**src/rtl/ps2_key_decoder_if.sv**
```systemverilog
// Scancode byte stream in, synth control signals out.
// The master drives bytes; the slave (the decoder) returns note and pulses.
interface ps2_key_decoder_if;
  logic [7:0] ps2_byte;
  logic       ps2_byte_valid;
  logic [3:0] note;
  logic       note_in;
  logic       octave_plus_plus;
  logic       octave_minus_minus;
  logic       amp_plus_plus;
  logic       amp_minus_minus;

  modport master (
    output ps2_byte, ps2_byte_valid,
    input  note, note_in, octave_plus_plus, octave_minus_minus,
           amp_plus_plus, amp_minus_minus
  );

  modport slave (
    input  ps2_byte, ps2_byte_valid,
    output note, note_in, octave_plus_plus, octave_minus_minus,
           amp_plus_plus, amp_minus_minus
  );
endinterface

```
**src/rtl/ps2_key_decoder.sv**
```systemverilog
// PS/2 set-2 scancode decoder: make/break and E0 prefix handling, note tracking,
// and one-pulse-per-press control keys with typematic repeat suppression.
//
// state     | meaning
// IDLE      | no prefix pending; next plain byte is a make
// GOT_E0    | E0 seen; next plain byte is an extended make
// GOT_F0    | F0 seen; next plain byte is a break
// GOT_E0F0  | E0 F0 seen; next plain byte is an extended break
module ps2_key_decoder #(
  parameter int PREFIX_TIMEOUT = 2500000,
  parameter int TO_W           = 22
) (
  input  logic                clk,
  input  logic                reset,
  ps2_key_decoder_if.slave    bus
);

  typedef enum logic [1:0] {IDLE, GOT_E0, GOT_F0, GOT_E0F0} state_t;

  localparam logic [7:0] CODE_E0 = 8'hE0;
  localparam logic [7:0] CODE_F0 = 8'hF0;
  localparam logic [TO_W-1:0] TO_LIMIT = TO_W'(PREFIX_TIMEOUT);

  // Control key slots: 0 octave down, 1 octave up, 2 amp up, 3 amp down
  localparam int K_OMM = 0;
  localparam int K_OPP = 1;
  localparam int K_APP = 2;
  localparam int K_AMM = 3;

  state_t          state, state_nxt;
  logic [TO_W-1:0] to_cnt, to_cnt_nxt;
  logic [3:0]      note_q, note_nxt;
  logic            note_in_q, note_in_nxt;
  logic [3:0]      held_q, held_nxt;
  logic [3:0]      pulse_q, pulse_nxt;

  logic            is_ext;
  logic            is_brk;
  logic            code_is_note;
  logic [3:0]      code_note;
  logic [3:0]      code_ctl;

  assign is_ext = (state == GOT_E0) || (state == GOT_E0F0);
  assign is_brk = (state == GOT_F0) || (state == GOT_E0F0);

  always_comb begin
    code_is_note = 1'b0;
    code_note    = 4'd0;
    code_ctl     = 4'b0000;
    if (!is_ext) begin
      code_is_note = 1'b1;
      case (bus.ps2_byte)
        8'h1C:   code_note = 4'd0;
        8'h1D:   code_note = 4'd1;
        8'h1B:   code_note = 4'd2;
        8'h24:   code_note = 4'd3;
        8'h23:   code_note = 4'd4;
        8'h2B:   code_note = 4'd5;
        8'h2C:   code_note = 4'd6;
        8'h34:   code_note = 4'd7;
        8'h35:   code_note = 4'd8;
        8'h33:   code_note = 4'd9;
        8'h3C:   code_note = 4'd10;
        8'h3B:   code_note = 4'd11;
        8'h42:   code_note = 4'd12;
        default: code_is_note = 1'b0;
      endcase
      case (bus.ps2_byte)
        8'h1A:   code_ctl[K_OMM] = 1'b1;
        8'h22:   code_ctl[K_OPP] = 1'b1;
        default: code_ctl = 4'b0000;
      endcase
    end else begin
      case (bus.ps2_byte)
        8'h75:   code_ctl[K_APP] = 1'b1;
        8'h72:   code_ctl[K_AMM] = 1'b1;
        default: code_ctl = 4'b0000;
      endcase
    end
  end

  always_comb begin
    state_nxt   = state;
    to_cnt_nxt  = to_cnt;
    note_nxt    = note_q;
    note_in_nxt = note_in_q;
    held_nxt    = held_q;
    pulse_nxt   = 4'b0000;

    if (bus.ps2_byte_valid) begin
      to_cnt_nxt = '0;
      if (bus.ps2_byte == CODE_E0) begin
        state_nxt = GOT_E0;
      end else if (bus.ps2_byte == CODE_F0) begin
        case (state)
          IDLE:    state_nxt = GOT_F0;
          GOT_E0:  state_nxt = GOT_E0F0;
          default: state_nxt = state;
        endcase
      end else begin
        state_nxt = IDLE;
        if (code_is_note) begin
          if (!is_brk) begin
            note_nxt    = code_note;
            note_in_nxt = 1'b1;
          end else if (code_note == note_q) begin
            note_in_nxt = 1'b0;
          end
        end
        // A held control key re-sends its make while down; only the first one pulses
        if (is_brk) begin
          held_nxt = held_q & ~code_ctl;
        end else begin
          pulse_nxt = code_ctl & ~held_q;
          held_nxt  = held_q | code_ctl;
        end
      end
    end else if (state != IDLE) begin
      if (to_cnt == TO_LIMIT) begin
        state_nxt  = IDLE;
        to_cnt_nxt = '0;
      end else begin
        to_cnt_nxt = to_cnt + TO_W'(1);
      end
    end
  end

  always_ff @(posedge clk) begin
    if (!reset) begin
      state     <= IDLE;
      to_cnt    <= '0;
      note_q    <= 4'd0;
      note_in_q <= 1'b0;
      held_q    <= 4'b0000;
      pulse_q   <= 4'b0000;
    end else begin
      state     <= state_nxt;
      to_cnt    <= to_cnt_nxt;
      note_q    <= note_nxt;
      note_in_q <= note_in_nxt;
      held_q    <= held_nxt;
      pulse_q   <= pulse_nxt;
    end
  end

  assign bus.note               = note_q;
  assign bus.note_in            = note_in_q;
  assign bus.octave_minus_minus = pulse_q[K_OMM];
  assign bus.octave_plus_plus   = pulse_q[K_OPP];
  assign bus.amp_plus_plus      = pulse_q[K_APP];
  assign bus.amp_minus_minus    = pulse_q[K_AMM];

endmodule

```
**src/flat_wrapper.sv**
```systemverilog
// flat-port wrapper written by rule: the top's interface ports become plain ports
module ps2_key_decoder_flat 
#(
  parameter int PREFIX_TIMEOUT = 2500000,
  parameter int TO_W           = 22
)
  (clk, reset, bus_ps2_byte, bus_ps2_byte_valid, bus_note, bus_note_in, bus_octave_plus_plus, bus_octave_minus_minus, bus_amp_plus_plus, bus_amp_minus_minus);
  ps2_key_decoder_if bus_i ();
  input  logic clk;
  input  logic reset;
  input wire logic [$bits(bus_i.ps2_byte)-1:0] bus_ps2_byte;
  input wire logic [$bits(bus_i.ps2_byte_valid)-1:0] bus_ps2_byte_valid;
  output wire logic [$bits(bus_i.note)-1:0] bus_note;
  output wire logic [$bits(bus_i.note_in)-1:0] bus_note_in;
  output wire logic [$bits(bus_i.octave_plus_plus)-1:0] bus_octave_plus_plus;
  output wire logic [$bits(bus_i.octave_minus_minus)-1:0] bus_octave_minus_minus;
  output wire logic [$bits(bus_i.amp_plus_plus)-1:0] bus_amp_plus_plus;
  output wire logic [$bits(bus_i.amp_minus_minus)-1:0] bus_amp_minus_minus;
  assign bus_i.ps2_byte = bus_ps2_byte;
  assign bus_i.ps2_byte_valid = bus_ps2_byte_valid;
  assign bus_note = bus_i.note;
  assign bus_note_in = bus_i.note_in;
  assign bus_octave_plus_plus = bus_i.octave_plus_plus;
  assign bus_octave_minus_minus = bus_i.octave_minus_minus;
  assign bus_amp_plus_plus = bus_i.amp_plus_plus;
  assign bus_amp_minus_minus = bus_i.amp_minus_minus;
  ps2_key_decoder #(.PREFIX_TIMEOUT(PREFIX_TIMEOUT), .TO_W(TO_W)) u_core (.clk(clk), .reset(reset), .bus(bus_i));
endmodule
```
**config.mk**
```make
export PLATFORM = sky130hd
export DESIGN_NAME = ps2_key_decoder_flat
export DESIGN_NICKNAME = d
export VERILOG_FILES = /design/src/rtl/ps2_key_decoder_if.sv /design/src/rtl/ps2_key_decoder.sv /design/src/flat_wrapper.sv
export SDC_FILE = /design/constraint.sdc
export NUM_CORES = 1
export LEC_CHECK = 0
export ABC_CLOCK_PERIOD_IN_PS = 4000
export CAP_MARGIN = 25
export CORE_ASPECT_RATIO = 0.8
export CORE_MARGIN = 2
export CORE_UTILIZATION = 25
export DETAILED_ROUTE_END_ITERATION = 8
export PLACE_DENSITY = 0.44
export SLEW_MARGIN = 25
export SYNTH_ARGS = -nofsm -noshare
export SYNTH_HDL_FRONTEND = slang
export SYNTH_SLANG_ARGS = --single-unit
```
**constraint.sdc**
```tcl
create_clock -name clk -period 4 [get_ports clk]
set_input_delay 0.8 -clock clk [delete_from_list [all_inputs] [get_ports clk]]
set_output_delay 0.8 -clock clk [all_outputs]
set_load 0.01 [all_outputs]
```
==> impl_metrics.py <==
metrics = {
    "floorplanning": {
        "die_x_um": 104.2,
        "start_util_pct": 25.49,
        "fp.dieH_um": 84.14,
        "rows": 29,
        "dieArea_um2": 8765,
        "num_io_pins": 20,
        "core_um2": 7874,
    },
    "logic_synthesis": {
        "ys_types": 55,
        "synth_area_um2": 2007,
        "synthCells": 237,
        "synth_edf_count": 0,
        "synth_nets": 250,
        "syn_avg_cell_area_um2": 8.468,
        "synth-main-ff-cell": "dfxtp_1",
        "seq_area_frac_synth_pct": 36.91,
        "synthArstFlopShare_pct": 0,
        "yosys_warnings": 0,
        "ys_ff_latch": 37,
    },
    "clock_tree": {
        "cts_sinks": 37,
        "cts.clk_slew.worst_paths_ns": 0.07,
        "cts_buffers": 5,
        "cts_buffer_depth": 2,
        "cts.repair.resized": 0,
        "htreeDepth": 2,
        "cts_root_buffer": "clkbuf_8",
        "post_cts_buffers": 0,
        "clk_latency_ns": 0.29,
        "cts_hold_buf": 0,
        "cts_tree": "done",
    },
    "power_and_ir_drop": {
        "p_int_mw": 0.5275,
        "p_sw_mw": 0.1574,
        "peakVddDrop_v": 0.0001028,
        "sw_frac_of_total_pct": 22.98,
        "p_per_area_nw_per_um2": 290.2,
        "comb_power_share_pct": 7.1,
        "pwr-share-seq_pct": 54.2,
        "pwr-share-clk_pct": 38.7,
        "p_leak_nw": 0.6928,
    },
    "cells_and_area": {
        "regArea_um2": 740.7,
        "multiInputGateArea_um2": 1189,
        "fillers": 860,
        "final_layout_size_suffix_gt1_share_pct": 7.115,
        "diodes": 0,
        "layout.nets": 266,
        "area_delta_synth_final_pct": 17.58,
    },
    "drt": {
        "num_vias": 1630,
        "route.met3.wl_um": 226,
        "drtAntennaViolNets": 0,
        "drc_errors": 0,
        "drt-wirelength-per-cell_um": 11.78,
        "met2_wirelength_mm": 1.664,
        "top_layer": "met4",
        "via_per_inst": 4.515,
        "drtIter0Drc": 99,
        "finalWirelength_mm": 4.254,
        "wl_met1_mm": 2.327,
        "first_pass_iters": 4,
    },
    "timing": {
        "hold_viol": 0,
        "slew_headroom_pct": 48.56,
        "finalCriticalPeriod_ns": 2.925,
        "final.period_utilization_pct": 73.13,
        "skew_ns": 0.005149,
        "clock.fmax_mhz": 341.9,
        "fin_hold_ws_ns": 0.4254,
        "rsz0062_at_grt": "false",
        "setup_viol_count_final": 0,
        "slew_violations": 0,
        "tightest_slew_ns": 0.7697,
        "fin_setup_tns_ns": 0,
    },
    "critical_path": {
        "crit_path_max_fanout": 10,
        "worstSetupStartpointType": "primary input",
        "worst-path-buf-inv": 1,
        "cp_slowest_stage_delay_ns": 0.60,
        "critical_path_arrival_ns": 3.11,
        "cpMaxStageDelayCell": "clkdlybuf4s50_1",
        "worstSetupPathType": "primary input to flop",
        "worst_path_most_repeated_cell": "nor4b_2",
        "crit_chain": "clkdlybuf4s50_1 > nor4b_2 > nor4b_2 > a21oi_1 > a311oi_4 > mux2i_1 > nor2b_1",
        "cp.required_ns": 4.19,
        "worstSetupEndpointType": "flop",
        "cpLargestDelayFamily": "simple AND/OR/NAND/NOR gates",
        "reg2reg_slack_ns": 1.71,
    },
    "grt": {
        "grt_max_degree": 23,
        "antenna_found_initial": 0,
        "overflow": 0,
        "grt_pass1_vias": 1434,
        "grt_usage_pct": 10.06,
        "grt_pass1_wl_mm": 7.107,
    },
    "run": {
        "max_cap_violations": 0,
    },
    "place": {
        "place.port_buffers": 19,
        "gp_congestion": 0.8466,
        "dp.final_hpwl_mm": 3.043,
    },
    "status": {
        "status": "finished, final reports clean",
    },
    "min_path": {
        "hold_class": "flop to flop",
    },
}
[area by class of cell]
class | count | area share, %
flip-flops and latches | 37 | 31.39
clock buffers | 7 | 3.659
multi-input cells | 185 | 50.37
well taps | 108 | 5.726
repair buffers | 19 | 8.059
inverters | 5 | 0.7953
[final timing paths]
kind | to | start | cells after the start
setup / recovery | u_core.bus.note[2] | bus_ps2_byte[3] | 7
hold / removal | u_core.pulse_q[0] | flop | 1
setup reg to reg | u_core.to_cnt[21] | u_core.state[1] | 6
hold reg to reg | u_core.pulse_q[0] | flop | 1
[per-stage QoR]
step                setup WS [ns]  utilization, %  cell area (um2)  std cells  total power, mW
finish                      1.075           29.97             2360        361           0.6848
global route               0.9427           29.97             2360        361           0.7192
CTS                         1.094           29.97             2360        361           0.7006
detailed placement         0.7925           28.87             2273        354           0.4281
global placement           0.7272           28.87             2273        354           0.4294
floorplan                   1.511               -             2007        237           0.4111
[power groups by stage]
stage / Combinational (mW) / Clock [mW] / Sequential [mW]
global route: 0.0528 / 0.295 / 0.371
CTS: 0.0489 / 0.281 / 0.371
detailed placement: 0.0486 / 0 / 0.379
global placement: 0.0499 / 0 / 0.380
finish: 0.0487 / 0.265 / 0.371
floorplan: 0.0327 / 0 / 0.378
[per-layer routing]
| metal | up-vias | track usage [%] |
|---|---|---|
| li1 | 862 | - |
| met5 | - | 0 |
| met1 | 732 | 14.22 |
| met3 | 2 | 4.193 |
| met4 | 0 | 3.563 |
| met2 | 34 | 13.58 |
[kinds of logic (layout without fill, tap and decap cells)]
kind of cell | count (synthesis) | in the layout | synth area share, %
buffers and inverters | 15 | 31 | 3.866
adder cells (fa/ha/maj) | 2 | 2 | 1.247
flip-flops | 37 | 37 | 36.91
XOR/XNOR | 21 | 21 | 9.164
AND/OR/NAND/NOR | 124 | 124 | 33.98
AO/OA/AOI/OAI | 33 | 33 | 12.28
multiplexers | 5 | 5 | 2.556
[cell usage in the layout, fill, tap and decap left out, types with 3 or more instances in the layout]
master and count:
a21boi_0 3, nor2b_1 5, xnor2_1 10, nor4b_1 3, or3_1 3, clkdlybuf4s50_1 19
o21ai_0 5, mux2i_1 4, inv_1 5, nor3_1 13, a211oi_1 3, nor2_1 36
nand2b_1 5, nand3b_1 3, dfxtp_1 37, or2_2 4, xor2_1 11, nand2_1 21
and3_1 4, a21oi_1 6, nand3_1 7, clkbuf_8 6
[synth_stat cells, types with 2 or more instances]
master,number,area share (%)
dfxtp_1,37,37
nor2_1,36,6.7
nand2_1,21,3.9
nor3_1,13,3.2
xor2_1,11,4.8
xnor2_1,10,4.4
nand3_1,7,1.7
a21oi_1,6,1.5
clkbuf_1,5,0.94
inv_1,5,0.94
nand2b_1,5,1.6
nor2b_1,5,1.6
o21ai_0,5,1.2
and3_1,4,1.2
mux2i_1,4,2.0
or2_2,4,1.2
a211oi_1,3,1.1
a21boi_0,3,1.1
nand3b_1,3,1.1
nor4b_1,3,1.3
or3_1,3,0.94
a41oi_1,2,0.87
buf_2,2,0.50
buf_6,2,1.1
ha_1,2,1.2
nand4b_1,2,0.87
nand4bb_1,2,1.1
nor4b_2,2,1.5
o2111ai_1,2,0.87
o22ai_1,2,0.62
or4b_1,2,1.0
Note: power is estimated with default switching activity, not from simulation.
